File: src/rtl/sdr_send_sched_if.sv
// sdr_send_sched_if: request/grant bundle between the packet sources, the
// packet sender and the send scheduler.
//   master : host/sender side (drives requests and tx_done)
//   slave  : scheduler side (drives the grant, phy_ready and abort)
interface sdr_send_sched_if #(
  parameter int NR = 8
);
  logic          run;
  logic          resp_req;
  logic          cc_ready;
  logic          mic_ready;
  logic          wb_ready;
  logic          wb_more;
  logic [NR-1:0] ddc_ready;
  logic          tx_done;
  logic          grant_valid;
  logic [2:0]    grant_class;
  logic [3:0]    grant_port;
  logic          phy_ready;
  logic          abort;

  modport master (
    output run, resp_req, cc_ready, mic_ready, wb_ready, wb_more,
    output ddc_ready, tx_done,
    input  grant_valid, grant_class, grant_port, phy_ready, abort
  );

  modport slave (
    input  run, resp_req, cc_ready, mic_ready, wb_ready, wb_more,
    input  ddc_ready, tx_done,
    output grant_valid, grant_class, grant_port, phy_ready, abort
  );
endinterface

File: src/rtl/sdr_send_sched.sv
// sdr_send_sched: grants the single packet sender to one source at a time.
// Fixed priority RESP > CC > MIC > WB(first) > DDC > WB(continuation), with
// round-robin among the DDC streams. A grant is held until tx_done, followed
// by a one-cycle gap before the next arbitration.
// Optional build macro SEND_SCHED_WATCHDOG_EN adds a watchdog that aborts a
// grant left hanging for STUCK_LIMIT cycles after run drops; without it the
// abort output stays low and a grant is released only by tx_done.
module sdr_send_sched #(
  parameter int NR          = 8,
  parameter int STUCK_LIMIT = 250000000
) (
  input  logic              tx_clock,
  input  logic              rst_n,
  sdr_send_sched_if.slave   bus
);

  localparam logic [2:0] CLS_NONE = 3'd0;
  localparam logic [2:0] CLS_RESP = 3'd1;
  localparam logic [2:0] CLS_CC   = 3'd2;
  localparam logic [2:0] CLS_MIC  = 3'd3;
  localparam logic [2:0] CLS_WB   = 3'd4;
  localparam logic [2:0] CLS_DDC  = 3'd5;

  // Index width used to address one DDC request bit.
  localparam int IW = (NR > 1) ? $clog2(NR) : 1;

  typedef enum logic [1:0] {
    S_IDLE  = 2'd0,
    S_GRANT = 2'd1,
    S_GAP   = 2'd2
  } state_t;

  state_t        state_r;
  logic [3:0]    rr_ptr_r;
  logic          grant_valid_r;
  logic [2:0]    grant_class_r;
  logic [3:0]    grant_port_r;
  logic          abort_r;

  logic [NR-1:0] ddc_s;
  logic          ddc_any_s;
  logic [4:0]    ddc_pick_s;
  logic [3:0]    rr_next_s;
  logic          req_any_s;
  logic [2:0]    nxt_class_s;
  logic [3:0]    nxt_port_s;
  logic          wd_fire_s;

  // Round-robin pick: first set bit walking ptr..NR-1, 0..ptr-1.
  // Returns {found, port}.
  function automatic logic [4:0] rr_pick(input logic [NR-1:0] req,
                                         input logic [3:0]    ptr);
    logic          found;
    logic [3:0]    port;
    int            idx;
    logic [IW-1:0] idx_w;
    found = 1'b0;
    port  = 4'd0;
    for (int i = 0; i < NR; i++) begin
      idx = int'(ptr) + i;
      if (idx >= NR) begin
        idx = idx - NR;
      end
      idx_w = IW'(idx);
      if (!found && req[idx_w]) begin
        found = 1'b1;
        port  = 4'(idx);
      end
    end
    return {found, port};
  endfunction

  assign ddc_s      = bus.ddc_ready;
  assign ddc_any_s  = (ddc_s != {NR{1'b0}});
  assign ddc_pick_s = rr_pick(ddc_s, rr_ptr_r);

  // Pointer after a grant to the picked port, wrapping the last stream to 0.
  always_comb begin
    rr_next_s = 4'd0;
    if (ddc_pick_s[3:0] == 4'(NR - 1)) begin
      rr_next_s = 4'd0;
    end else begin
      rr_next_s = ddc_pick_s[3:0] + 4'd1;
    end
  end

  // Fixed-priority selection of the next grant; only RESP ignores run.
  always_comb begin
    req_any_s   = 1'b0;
    nxt_class_s = CLS_NONE;
    nxt_port_s  = 4'd0;
    if (bus.resp_req) begin
      req_any_s   = 1'b1;
      nxt_class_s = CLS_RESP;
    end else if (bus.run && bus.cc_ready) begin
      req_any_s   = 1'b1;
      nxt_class_s = CLS_CC;
    end else if (bus.run && bus.mic_ready) begin
      req_any_s   = 1'b1;
      nxt_class_s = CLS_MIC;
    end else if (bus.run && bus.wb_ready) begin
      req_any_s   = 1'b1;
      nxt_class_s = CLS_WB;
    end else if (bus.run && ddc_pick_s[4]) begin
      req_any_s   = 1'b1;
      nxt_class_s = CLS_DDC;
      nxt_port_s  = ddc_pick_s[3:0];
    end else if (bus.run && bus.wb_more && !ddc_any_s) begin
      req_any_s   = 1'b1;
      nxt_class_s = CLS_WB;
    end else begin
      req_any_s   = 1'b0;
      nxt_class_s = CLS_NONE;
      nxt_port_s  = 4'd0;
    end
  end

`ifdef SEND_SCHED_WATCHDOG_EN
  localparam int CW = $clog2(STUCK_LIMIT + 1);

  logic [CW-1:0] wd_cnt_r;

  // Fires on the STUCK_LIMIT-th consecutive cycle of a grant held with run low.
  assign wd_fire_s = (state_r == S_GRANT) && !bus.run &&
                     (wd_cnt_r == CW'(STUCK_LIMIT - 1));

  // Watchdog counter: counts grant cycles with run low, cleared otherwise.
  always_ff @(posedge tx_clock or negedge rst_n) begin
    if (!rst_n) begin
      wd_cnt_r <= {CW{1'b0}};
    end else if ((state_r != S_GRANT) || bus.run || wd_fire_s) begin
      wd_cnt_r <= {CW{1'b0}};
    end else begin
      wd_cnt_r <= wd_cnt_r + {{(CW-1){1'b0}}, 1'b1};
    end
  end
`else
  assign wd_fire_s = 1'b0;
`endif

  // Scheduler FSM with registered grant outputs and abort pulse.
  always_ff @(posedge tx_clock or negedge rst_n) begin
    if (!rst_n) begin
      state_r       <= S_IDLE;
      rr_ptr_r      <= 4'd0;
      grant_valid_r <= 1'b0;
      grant_class_r <= CLS_NONE;
      grant_port_r  <= 4'd0;
      abort_r       <= 1'b0;
    end else begin
      abort_r <= 1'b0;
      case (state_r)
        S_IDLE: begin
          if (!bus.run) begin
            rr_ptr_r <= 4'd0;
          end
          if (req_any_s) begin
            state_r       <= S_GRANT;
            grant_valid_r <= 1'b1;
            grant_class_r <= nxt_class_s;
            grant_port_r  <= nxt_port_s;
            if (nxt_class_s == CLS_DDC) begin
              rr_ptr_r <= rr_next_s;
            end
          end
        end
        S_GRANT: begin
          if (bus.tx_done) begin
            state_r       <= S_GAP;
            grant_valid_r <= 1'b0;
            grant_class_r <= CLS_NONE;
            grant_port_r  <= 4'd0;
          end else if (wd_fire_s) begin
            state_r       <= S_IDLE;
            grant_valid_r <= 1'b0;
            grant_class_r <= CLS_NONE;
            grant_port_r  <= 4'd0;
            abort_r       <= 1'b1;
          end
        end
        S_GAP: begin
          state_r <= S_IDLE;
        end
        default: begin
          state_r       <= S_IDLE;
          grant_valid_r <= 1'b0;
          grant_class_r <= CLS_NONE;
          grant_port_r  <= 4'd0;
        end
      endcase
    end
  end

  assign bus.grant_valid = grant_valid_r;
  assign bus.grant_class = grant_class_r;
  assign bus.grant_port  = grant_port_r;
  assign bus.abort       = abort_r;
  // The PHY may be reclaimed only when no DDC stream holds or wants the sender.
  assign bus.phy_ready   = !(grant_valid_r && (grant_class_r == CLS_DDC)) &&
                           !ddc_any_s;

endmodule

File: src/flat_wrapper.sv
// flat-port wrapper written by rule: the top's interface ports become plain ports
module sdr_send_sched_flat 
#(
  parameter int NR          = 8,
  parameter int STUCK_LIMIT = 250000000
)
  (tx_clock, rst_n, bus_run, bus_resp_req, bus_cc_ready, bus_mic_ready, bus_wb_ready, bus_wb_more, bus_ddc_ready, bus_tx_done, bus_grant_valid, bus_grant_class, bus_grant_port, bus_phy_ready, bus_abort);
  sdr_send_sched_if #(.NR(NR)) bus_i ();
  input  logic tx_clock;
  input  logic rst_n;
  input wire logic [$bits(bus_i.run)-1:0] bus_run;
  input wire logic [$bits(bus_i.resp_req)-1:0] bus_resp_req;
  input wire logic [$bits(bus_i.cc_ready)-1:0] bus_cc_ready;
  input wire logic [$bits(bus_i.mic_ready)-1:0] bus_mic_ready;
  input wire logic [$bits(bus_i.wb_ready)-1:0] bus_wb_ready;
  input wire logic [$bits(bus_i.wb_more)-1:0] bus_wb_more;
  input wire logic [$bits(bus_i.ddc_ready)-1:0] bus_ddc_ready;
  input wire logic [$bits(bus_i.tx_done)-1:0] bus_tx_done;
  output wire logic [$bits(bus_i.grant_valid)-1:0] bus_grant_valid;
  output wire logic [$bits(bus_i.grant_class)-1:0] bus_grant_class;
  output wire logic [$bits(bus_i.grant_port)-1:0] bus_grant_port;
  output wire logic [$bits(bus_i.phy_ready)-1:0] bus_phy_ready;
  output wire logic [$bits(bus_i.abort)-1:0] bus_abort;
  assign bus_i.run = bus_run;
  assign bus_i.resp_req = bus_resp_req;
  assign bus_i.cc_ready = bus_cc_ready;
  assign bus_i.mic_ready = bus_mic_ready;
  assign bus_i.wb_ready = bus_wb_ready;
  assign bus_i.wb_more = bus_wb_more;
  assign bus_i.ddc_ready = bus_ddc_ready;
  assign bus_i.tx_done = bus_tx_done;
  assign bus_grant_valid = bus_i.grant_valid;
  assign bus_grant_class = bus_i.grant_class;
  assign bus_grant_port = bus_i.grant_port;
  assign bus_phy_ready = bus_i.phy_ready;
  assign bus_abort = bus_i.abort;
  sdr_send_sched #(.NR(NR), .STUCK_LIMIT(STUCK_LIMIT)) u_core (.tx_clock(tx_clock), .rst_n(rst_n), .bus(bus_i));
endmodule
File: config.mk
export PLATFORM = sky130hd
export DESIGN_NAME = sdr_send_sched_flat
export DESIGN_NICKNAME = d
export VERILOG_FILES = /design/src/rtl/sdr_send_sched_if.sv /design/src/rtl/sdr_send_sched.sv /design/src/flat_wrapper.sv
export SDC_FILE = /design/constraint.sdc
export NUM_CORES = 1
export LEC_CHECK = 0
export CAP_MARGIN = 20
export CORE_MARGIN = 5
export CORE_UTILIZATION = 44
export CTS_CLUSTER_DIAMETER = 80
export CTS_CLUSTER_SIZE = 12
export DETAILED_ROUTE_END_ITERATION = 10
export PLACE_DENSITY_LB_ADDON = 0.08
export RECOVER_POWER = 100
export SLEW_MARGIN = 20
export SYNTH_ARGS = -nofsm -noshare
export SYNTH_HDL_FRONTEND = slang
export SYNTH_SLANG_ARGS = --single-unit
export TNS_END_PERCENT = 1
File: constraint.sdc
create_clock -name tx_clock -period 3.4 [get_ports tx_clock]
set_clock_uncertainty 0.05 [all_clocks]
set_input_delay 1.02 -clock tx_clock [delete_from_list [all_inputs] [get_ports tx_clock]]
set_output_delay 1.02 -clock tx_clock [all_outputs]
set_load 0.01 [all_outputs]
==> results of run 1 <==
==> critical path, stage by stage <==
cell,delay (ns)
buf_2,0.12
buf_6,0.13
mux4_2,0.51
a311oi_4,0.29
buf_4,0.17
buf_4,0.13
o21ai_1,0.09
buf_4,0.15
a2bb2oi_2,0.15
a2bb2oi_1,0.16
or3_1,0.38
o211ai_1,0.15
==> registers in the layout (all words and copies together), names as in the netlist <==
register                count
u_core.bus.grant_class      3
u_core.bus.grant_port       4
u_core.bus.grant_valid      1
u_core.rr_ptr_r             4
u_core.state_r              2
==> cells by family (layout without fill, tap and decap cells) <==
| family | count (synthesis) | in the layout | synth area share [%] |
|---|---|---|---|
| AO/OA/AOI/OAI | 68 | 68 | 21.5 |
| XOR/XNOR | 9 | 9 | 3.56 |
| adder cells (fa/ha/maj) | 12 | 12 | 6.78 |
| buffers and inverters | 34 | 114 | 7.68 |
| flip-flops | 14 | 14 | 15.8 |
| multiplexers | 38 | 38 | 29.8 |
| other | 1 | 1 | 0.169 |
| AND/OR/NAND/NOR | 60 | 60 | 14.8 |
==> through the flow <==
stage / instances / setup slack, ns / util [%] / instance area [um^2]
after floorplan: 236 / -0.0811 / - / 2290
after global placement: 365 / -0.667 / 60.9 / 2930
after detailed placement: 365 / -0.682 / 60.9 / 2930
after CTS: 381 / 0.00344 / 64.8 / 3120
after global routing: 383 / -0.0879 / 65.5 / 3150
final: 383 / 0.0533 / 65.5 / 3150
==> worst paths after layout <==
check	end	cells past startpoint	from	slack, ns
max	u_core.rr_ptr_r[3]$_DFFE_PN0P_	12	bus_ddc_ready[7]	0.05
min	u_core.bus.grant_port[3]$_DFFE_PN0P_	2	u_core.bus.grant_port[3]$_DFFE_PN0P_	0.43
max reg2reg	u_core.rr_ptr_r[3]$_DFFE_PN0P_	13	u_core.rr_ptr_r[0]$_DFFE_PN0P_	0.12
min reg2reg	u_core.bus.grant_port[3]$_DFFE_PN0P_	2	u_core.bus.grant_port[3]$_DFFE_PN0P_	0.43
max in group asynchronous	u_core.rr_ptr_r[0]$_DFFE_PN0P_	1	rst_n	1.65
min in group asynchronous	u_core.rr_ptr_r[3]$_DFFE_PN0P_	1	rst_n	1.20
==> final cells by class <==
cell class | instances | area (um^2) | share of cell area, %
Sequential cell | 14 | 352 | 11.1
Timing Repair Buffer | 97 | 788 | 25.0
Tap cell | 67 | 83.8 | 2.66
Clock buffer | 3 | 41.3 | 1.31
Multi-Input combinational cell | 188 | 1830 | 58.0
Inverter | 14 | 58.8 | 1.86
==> power groups by stage <==
stage	Sequential, W	Clock [W]	Combinational (W)
final	0.000240	0.000132	0.00168
after global routing	0.000246	0.000149	0.00182
after CTS	0.000238	0.000138	0.00164
after detailed placement	0.000240	0	0.00154
after global placement	0.000241	0	0.00154
after floorplan	0.000230	0	0.00100
==> cell usage after synthesis (2+ instances only) <==
master | n | area (um^2)
a21oi_1 | 15 | 75.1
ha_1 | 12 | 150
nand3_1 | 6 | 30.0
nor3_1 | 3 | 15.0
a2bb2oi_1 | 2 | 17.5
nor4_1 | 3 | 18.8
nand2b_1 | 2 | 12.5
nor2b_1 | 3 | 18.8
o21ai_1 | 2 | 10.0
xor2_1 | 3 | 26.3
a22o_1 | 3 | 26.3
dfrtp_1 | 14 | 350
xnor2_1 | 6 | 52.6
nor2_1 | 3 | 11.3
a22oi_1 | 2 | 15.0
nand2_1 | 25 | 93.8
inv_1 | 13 | 48.8
o211ai_1 | 2 | 15.0
buf_6 | 2 | 22.5
or3_1 | 4 | 25.0
o31a_1 | 2 | 17.5
buf_2 | 9 | 45.0
clkbuf_1 | 4 | 15.0
o32ai_1 | 2 | 17.5
buf_4 | 4 | 30.0
o21ai_0 | 17 | 85.1
mux2i_1 | 12 | 120
and3_1 | 3 | 18.8
mux2_4 | 5 | 75.1
mux4_2 | 20 | 450
a211o_1 | 2 | 17.5
==> layer usage <==
layer | vias up | share of wire [%]
met4 | 0 | 1.0
met3 | 6 | 3.3
met5 | - | 0
li1 | 1066 | -
met2 | 49 | 45
met1 | 1072 | 50
==> repair_timing <==
action / 4_1_cts / 5_1_grt
endpoints found under the setup margin: 8 / 5
pin swaps: 11 / 9
resized for setup: 58 / 8
hold buffers: 0 / 0
setup buffers: 12 / 2
gates cloned: 1 / 0
==> results.md, run 1 <==
- Status: finished clean
- Routed WL: 6710 um
- Layout cell share with drive strength beyond 1: 42.1%
- Grt peak-use layer: met1
- Area of the die: 0.00656 mm^2
- Final number of max-transition violations: 0
- Global-route wire length before repair: 11600 um
- Design Power: 0.00205 W
- Max-Slew Margin vs Limit: 56.7%
- Synthesized flop and latch total: 14
- Vert. Die Dim: 81.0 um
- Initial core utilization: 46.0%
- Setup TNS: 0 ns
- Fmax: 299 MHz
- RePlAce Congestion: 0.846
- Pleak: 1.28 nW
- Post-synthesis cell area: 0.00222 mm^2
- Avg WL per Cell: 17.5 um
- Clock network fraction of design power: 6.4%
- Input/output buffers: 25
- CP Class: input port to register
- M3 GR Usage: 3.22%
- Total of max-cap violations: 0
- Core Region: 0.00482 mm^2
- Power Density: 651 mW/mm^2
- Total GRT Usage: 22.4%
- Hold Slack: 0.428 ns
- # rows: 25
- Ys Warns: 0
- RSZ-0062 raised after global routing: true
- Sequential Power Share: 11.7%
- Sw Pwr: 0.000893 W
- Synth Net Count: 265
- CTS tree: yes
- Cts bufs inserted: 3
- Longest Clk Path Bufs: 2
- Int Power: 0.00116 W
- Arrival time at the worst endpoint: 3.46 ns
- Top_reg_cell synth: dfrtp_1
- Fill count: 421
- HPWL Detailed: 5010 um
- Ports: 27
- Total clock sinks: 14
- M1 GR Usage: 35.4%
- Drt pass-1 iters: 4
- Critical path fanouts, max: 6
- Clock latency on the worst-skew pair: 0.24 ns
- H-tree depth: 1
- Final setup vio count: 0
- Post-synth EDFFs: 0
- Async set-or-reset flop fraction in the synthesized netlist: 100%
- Met2 usage: 32.4%
- Cells after Synth: 236
- Switching share of power: 43.5%
- Commonest non-fill, non-tap cell in the layout: buf_4
- Slew @ Worst Pin: 0.648 ns
- Register area share after synthesis: 15.8%
- Via count: 2193
- Most frequent cells in the layout: buf_4, nand2_1, mux4_2, o21ai_0, a21oi_1
- Initial detailed-routing violation count: 198
- Via/cell ratio: 5.73
- CTS clk-pin slew, worst paths: 0.05 ns
- Worst Path Required: 3.51 ns
- Crit start category: input port
- Initial antenna violation count: 0
- Logic pwr share: 81.9%
- Total grt overflow: 0
- Minimum clock period: 3.35 ns
- Vias in the first global route: 2189
- Root buffer cell: clkbuf_8
- # nets final: 347
- Post-DRT Antenna Nets: 0
- Crit. End Element: register
- Final hold vios: 0
- Max VDD drop: 0.000362 V
- Syn Area/Cell: 9.39 um^2
- ANT cells: 0
- Residual DRC count: 0
- Yosys cell types: 62
- Hold WC Path Type: register to register
- Pin count of the biggest net entering global routing: 20
- DIE WIDTH: 81.0 um
- Tcrit/Tclk final: 98.4%
- Area growth from synthesis to layout: 42.3%
Power figures use the tool's default switching activity.
==> run 2: changes to the inputs <==
--- a/config.mk
+++ b/config.mk
@@ -6,14 +6,13 @@
 export NUM_CORES = 1
 export LEC_CHECK = 0
 export CAP_MARGIN = 20
-export CORE_MARGIN = 5
 export CORE_UTILIZATION = 44
 export CTS_CLUSTER_DIAMETER = 80
 export CTS_CLUSTER_SIZE = 12
 export DETAILED_ROUTE_END_ITERATION = 10
 export PLACE_DENSITY_LB_ADDON = 0.08
 export RECOVER_POWER = 100
-export SLEW_MARGIN = 20
+export SLEW_MARGIN = 30
 export SYNTH_ARGS = -nofsm -noshare
 export SYNTH_HDL_FRONTEND = slang
 export SYNTH_SLANG_ARGS = --single-unit
==> results.md, run 2 (synthesis results as in run 1) <==
- Status: finished clean (unchanged)
- Tcrit/Tclk final: 99.7% (was 98.4%)
- R2R setup slack: 0.02 ns (was 0.12 ns)
- Max-Slew Margin vs Limit: 58.3% (was 56.7%)
- Via/cell ratio: 5.90 (was 5.73)
- Vias in the first global route: 2095 (was 2189)
- Drt pass-1 iters: 4 (unchanged)
- Met3 Wirelength: 297 um (was 223 um)
- Via count: 2252 (was 2193)
- Most frequent cells in the layout: buf_4, nand2_1, mux4_2, o21ai_0, a21oi_1 (unchanged)
- Worst setup path start: bus_ddc_ready[3] (was bus_ddc_ready[7])
- Total GRT Usage: 26.1% (was 22.4%)
- Reg2Reg Launch Point: u_core.rr_ptr_r[1]$_DFFE_PN0P_ (was u_core.rr_ptr_r[0]$_DFFE_PN0P_)
- Crit. End Element: register (unchanged)
- Commonest non-fill, non-tap cell in the layout: buf_4 (unchanged)
- Crit start category: input port (unchanged)
- Clock latency on the worst-skew pair: 0.24 ns (about the same)
- Total of max-cap violations: 0 (unchanged)
- Critical path fanouts, max: 5 (was 6)
- Max VDD drop: 0.000324 V (was 0.000362 V)
- Post-DRT Antenna Nets: 0 (unchanged)
- DIE WIDTH: 73.0 um (was 81.0 um)
- Global-route wire length before repair: 10700 um (was 11600 um)
- Area of the die: 0.00532 mm^2 (was 0.00656 mm^2)
- Hold Path Origin: u_core.bus.grant_port[3]$_DFFE_PN0P_ (unchanged)
- Input/output buffers: 25 (unchanged)
- CTS tree: yes (unchanged)
- Minimum clock period: 3.39 ns (was 3.35 ns)
- Hold Path End: u_core.bus.grant_port[3]$_DFFE_PN0P_ (unchanged)
- Initial antenna violation count: 0 (unchanged)
- Slew @ Worst Pin: 0.623 ns (was 0.648 ns)
- Post-Place Cells: 372 (was 365)
- Ports: 27 (unchanged)
- Sequential cell area: 352 um^2 (unchanged)
- H-tree depth: 1 (unchanged)
- Final number of max-transition violations: 0 (unchanged)
- Final cell count without fillers: 382 (was 383)
- RePlAce Congestion: 0.865 (was 0.846)
- ANT cells: 0 (unchanged)
- Setup TNS: 0 ns (unchanged)
- Uppermost layer routed: met4 (unchanged)
- Hold-fix buffer count after cts: 0 (unchanged)
- Layout cell share with drive strength beyond 1: 41.6% (was 42.1%)
- CTS clk-pin slew, worst paths: 0.05 ns (about the same)
- Power Density: 684 mW/mm^2 (was 651 mW/mm^2)
- Residual DRC count: 0 (unchanged)
- Fill count: 420 (was 421)
- Reg2Reg Depth: 11 (was 13)
- Routed WL: 6470 um (was 6710 um)
- Pleak: 1.28 nW (about the same)
- Area growth from synthesis to layout: 42.1% (was 42.3%)
- # nets final: 346 (was 347)
- Worst Path Required: 3.51 ns (about the same)
- Final setup vio count: 0 (unchanged)
- Pin count of the biggest net entering global routing: 20 (unchanged)
- Total grt overflow: 0 (unchanged)
- R2R Path End: u_core.rr_ptr_r[3]$_DFFE_PN0P_ (unchanged)
- Design Power: 0.00215 W (was 0.00205 W)
- Initial detailed-routing violation count: 145 (was 198)
- Fmax: 295 MHz (was 299 MHz)
- Routed met1 length: 3120 um (was 3370 um)
- Total clock sinks: 14 (unchanged)
- Hold WC Path Type: register to register (unchanged)
- Cts bufs inserted: 3 (unchanged)
- Initial core utilization: 46.3% (was 46.0%)
- Area of the multi-input gates: 0.00184 mm^2 (was 0.00183 mm^2)
- Root buffer cell: clkbuf_8 (unchanged)
- Vert. Die Dim: 73.0 um (was 81.0 um)
- Arrival time at the worst endpoint: 3.50 ns (was 3.46 ns)
- Avg WL per Cell: 16.9 um (was 17.5 um)
- Longest Clk Path Bufs: 2 (unchanged)
- RSZ-0062 raised after global routing: true (unchanged)
- Met2 routed WL: 2980 um (was 3050 um)
- Final hold vios: 0 (unchanged)
- Core Region: 0.00479 mm^2 (was 0.00482 mm^2)
- HPWL Detailed: 5070 um (was 5010 um)
- # rows: 25 (unchanged)
- CP Class: input port to register (unchanged)
- WHS Path Cells: 2 (unchanged)
run 2: changes by cell type in the layout (fill, tap and decap cells not counted), moves of 2 or more:
| cell | delta |
|---|---|
| nor4_1 | +2 |
| buf_4 | +7 |
| buf_2 | -3 |
| buf_6 | -4 |
| nor4_4 | -2 |
run 2: layer usage:
metal | global-route usage, % | up-vias
met5 | 0 | -
met4 | 2.83 | 0
met3 | 3.87 | 8
met2 | 39.3 | 67
met1 | 41.0 | 1114
li1 | - | 1063
run 2: worst max-delay path, stage by stage:
cell       delay, ns
buf_4           0.13
buf_4           0.13
mux4_2          0.43
mux2_4          0.33
buf_12          0.14
and4_1          0.19
o32ai_2         0.29
a2bb2oi_2       0.11
a2bb2oi_1       0.16
or3_1           0.38
o211ai_1        0.17
run 2: where the power goes:
group	internal [W]	switching, W
registers	0.000197	0.0000445
clock network	0.0000783	0.0000547
logic	0.000944	0.000835
total	0.00122	0.000934
run 2: how the worst max path moves through the flow:
stage	to	cells past startpoint	slack, ns
final	u_core.rr_ptr_r[3]$_DFFE_PN0P_	11	0.01
after floorplan	u_core.rr_ptr_r[3]$_DFFE_PN0P_	10	-0.08
after CTS	u_core.rr_ptr_r[2]$_DFFE_PN0P_	12	-0.004
after global placement	u_core.rr_ptr_r[3]$_DFFE_PN0P_	10	-0.68
after detailed placement	u_core.rr_ptr_r[3]$_DFFE_PN0P_	10	-0.69
after global routing	u_core.rr_ptr_r[2]$_DFFE_PN0P_	14	-0.08
run 2: layout make-up:
| type | instances | area share (%) |
|---|---|---|
| Multi-Input combinational cell | 188 | 58.4 |
| Timing Repair Buffer | 96 | 24.7 |
| Sequential cell | 14 | 11.2 |
| Tap cell | 67 | 2.66 |
| Inverter | 14 | 1.79 |
| Clock buffer | 3 | 1.31 |
run 2: metrics by stage:
stage	instance area, um^2	hold WS [ns]	setup WS (ns)	util (%)
after floorplan	2290	0.466	-0.0811	-
after global placement	2970	0.419	-0.679	62.1
after detailed placement	2970	0.432	-0.694	62.1
after CTS	3040	0.444	-0.00405	63.6
after global routing	3150	0.482	-0.0786	65.8
final	3150	0.430	0.0100	65.8
run 2: timing repair:
action	CTS	global route
gates resized for setup	46	17
endpoints found under the hold margin	0	0
setup endpoints to repair	8	3
pin swaps	7	6
setup buffers	3	4
==> run 3: changes to the inputs <==
--- a/config.mk
+++ b/config.mk
@@ -6,6 +6,7 @@
 export NUM_CORES = 1
 export LEC_CHECK = 0
 export CAP_MARGIN = 20
+export CORE_ASPECT_RATIO = 1.25
 export CORE_UTILIZATION = 44
 export CTS_CLUSTER_DIAMETER = 80
 export CTS_CLUSTER_SIZE = 12
==> results.md, run 3 (synthesis results as in run 1) <==
- Avg WL per Cell: 17.6 um (was 16.9 um)
- Met2 routed WL: 3600 um (was 2980 um)
- CTS clk-pin slew, worst paths: 0.06 ns (was 0.05 ns)
- # nets final: 351 (was 346)
- DIE WIDTH: 65.5 um (was 73.0 um)
- Uppermost layer routed: met4 (unchanged)
- Total clock sinks: 14 (unchanged)
- CP Class: input port to register (unchanged)
- Design Power: 0.00214 W (was 0.00215 W)
- Pin count of the biggest net entering global routing: 19 (was 20)
- CP max stage delay: 0.44 ns (was 0.43 ns)
- ANT cells: 0 (unchanged)
- Util after Layout: 67.2% (was 65.8%)
- Area growth from synthesis to layout: 45.6% (was 42.1%)
- Power Density: 663 mW/mm^2 (was 684 mW/mm^2)
- Residual DRC count: 0 (unchanged)
- Slowest CP cell: mux4_2 (unchanged)
- Area of the die: 0.00533 mm^2 (was 0.00532 mm^2)
- CTS tree: yes (unchanged)
- Met3 Wirelength: 222 um (was 297 um)
- Input/output buffers: 25 (unchanged)
- H-tree depth: 1 (unchanged)
- Final hold vios: 0 (unchanged)
- HPWL Detailed: 5070 um (about the same)
- RePlAce Congestion: 0.950 (was 0.865)
- Core Region: 0.00480 mm^2 (was 0.00479 mm^2)
- Worst Path Required: 3.51 ns (about the same)
- Tcrit/Tclk final: 99.4% (was 99.7%)
- Cts bufs inserted: 3 (unchanged)
- Routed met1 length: 2720 um (was 3120 um)
- Via count: 2257 (was 2252)
- Setup TNS: 0 ns (unchanged)
- Initial antenna violation count: 0 (unchanged)
- Most frequent cells in the layout: buf_4, nand2_1, mux4_2, o21ai_0 (was buf_4, nand2_1, mux4_2, o21ai_0, a21oi_1)
- Crit start category: input port (unchanged)
- Initial detailed-routing violation count: 161 (was 145)
- Via/cell ratio: 5.92 (was 5.90)
- Post-DRT Antenna Nets: 0 (unchanged)
- Worst path cell trace: buf_2 > buf_4 > mux4_2 > mux2_4 > buf_6 > nor3_2 > o21ai_2 > buf_4 > a2bb2oi_2 > a2bb2oi_2 > or3_1 > o211ai_1 (was buf_4 > buf_4 > mux4_2 > mux2_4 > buf_12 > and4_1 > o32ai_2 > a2bb2oi_2 > a2bb2oi_1 > or3_1 > o211ai_1)
- Fmax: 296 MHz (was 295 MHz)
- Critical path fanouts, max: 4 (was 5)
- Total of max-cap violations: 0 (unchanged)
- Max-Slew Margin vs Limit: 57.5% (was 58.3%)
- Status: finished clean (unchanged)
- Arrival time at the worst endpoint: 3.49 ns (was 3.50 ns)
- Slew @ Worst Pin: 0.635 ns (was 0.623 ns)
- Final setup vio count: 0 (unchanged)
- Vert. Die Dim: 81.3 um (was 73.0 um)
- Hold WC Path Type: register to register (unchanged)
- Total grt overflow: 0 (unchanged)
- Max VDD drop: 0.000424 V (was 0.000324 V)
- RSZ-0062 raised after global routing: true (unchanged)
- Ports: 27 (unchanged)
- Minimum clock period: 3.38 ns (was 3.39 ns)
- Longest Clk Path Bufs: 2 (unchanged)
- Final cell count without fillers: 381 (was 382)
- Fill count: 400 (was 420)
- Routed WL: 6710 um (was 6470 um)
- Layout cell share with drive strength beyond 1: 43.0% (was 41.6%)
- Total GRT Usage: 27.4% (was 26.1%)
- # rows: 28 (was 25)
- Post-Place Cells: 363 (was 372)
- Clock latency on the worst-skew pair: 0.24 ns (about the same)
- Initial core utilization: 46.2% (was 46.3%)
- Vias in the first global route: 2243 (was 2095)
- Root buffer cell: clkbuf_8 (unchanged)
- Final number of max-transition violations: 0 (unchanged)
- Drt pass-1 iters: 4 (unchanged)
- Pleak: 1.32 nW (was 1.28 nW)
- Crit. End Element: register (unchanged)
- Global-route wire length before repair: 10900 um (was 10700 um)
- Hold-fix buffer count after cts: 0 (unchanged)
- Commonest non-fill, non-tap cell in the layout: buf_4 (unchanged)
[run 3: timing repair]
action	in CTS	in global routing
pin swaps	13	5
hold endpoints to repair	0	0
gates cloned	0	0
gates resized for setup	55	5
setup buffers	17	0
endpoints found under the setup margin	7	5
[run 3: cell type report]
| type | instances | area (um^2) | share of cell area (%) |
|---|---|---|---|
| Tap cell | 60 | 75.1 | 2.33 |
| Sequential cell | 14 | 350 | 10.9 |
| Multi-Input combinational cell | 188 | 1850 | 57.3 |
| Inverter | 14 | 56.3 | 1.74 |
| Timing Repair Buffer | 101 | 840 | 26.0 |
| Clock buffer | 4 | 55.1 | 1.71 |
[run 3: routing by layer]
layer	up-vias	GRT usage, %
met3	12	2.11
met2	62	50.9
met1	1108	31.8
met5	-	0
met4	0	11.5
li1	1075	-
[run 3: worst max-delay path, delay by kind of cell]
kind | cells | cell delay [ns]
AO/OA/AOI/OAI | 4 | 0.60
multiplexers | 2 | 0.75
AND/OR/NAND/NOR | 2 | 0.57
buffers and inverters | 4 | 0.54
[run 3: worst paths after layout]
| path | cells past startpoint | to | slack [ns] | from |
|---|---|---|---|---|
| max in group asynchronous | 1 | u_core.rr_ptr_r[1]$_DFFE_PN0P_ | 1.70 | rst_n |
| hold reg to reg | 2 | u_core.bus.grant_port[0]$_DFFE_PN0P_ | 0.43 | u_core.bus.grant_port[0]$_DFFE_PN0P_ |
| hold / removal | 2 | u_core.bus.grant_port[0]$_DFFE_PN0P_ | 0.43 | u_core.bus.grant_port[0]$_DFFE_PN0P_ |
| min in group asynchronous | 1 | u_core.bus.grant_port[3]$_DFFE_PN0P_ | 1.19 | rst_n |
| setup / recovery | 12 | u_core.rr_ptr_r[3]$_DFFE_PN0P_ | 0.02 | bus_ddc_ready[2] |
| setup reg to reg | 12 | u_core.rr_ptr_r[3]$_DFFE_PN0P_ | 0.09 | u_core.rr_ptr_r[1]$_DFFE_PN0P_ |
[run 3: stage by stage]
| stage | area, um^2 | setup slack [ns] | hold slack (ns) |
|---|---|---|---|
| 3_3_place_gp | 2960 | -0.600 | 0.422 |
| 4_1_cts | 3210 | -0.0218 | 0.444 |
| 6_report | 3230 | 0.0197 | 0.432 |
| 3_5_place_dp | 2960 | -0.651 | 0.420 |
| 2_1_floorplan | 2290 | -0.0811 | 0.466 |
| 5_1_grt | 3230 | -0.0738 | 0.461 |
[run 3: report_power, final]
part	switching [W]	leakage, nW	internal [W]
clock network	0.0000582	0.0288	0.000102
registers	0.0000387	0.187	0.000196
logic	0.000837	1.11	0.000908
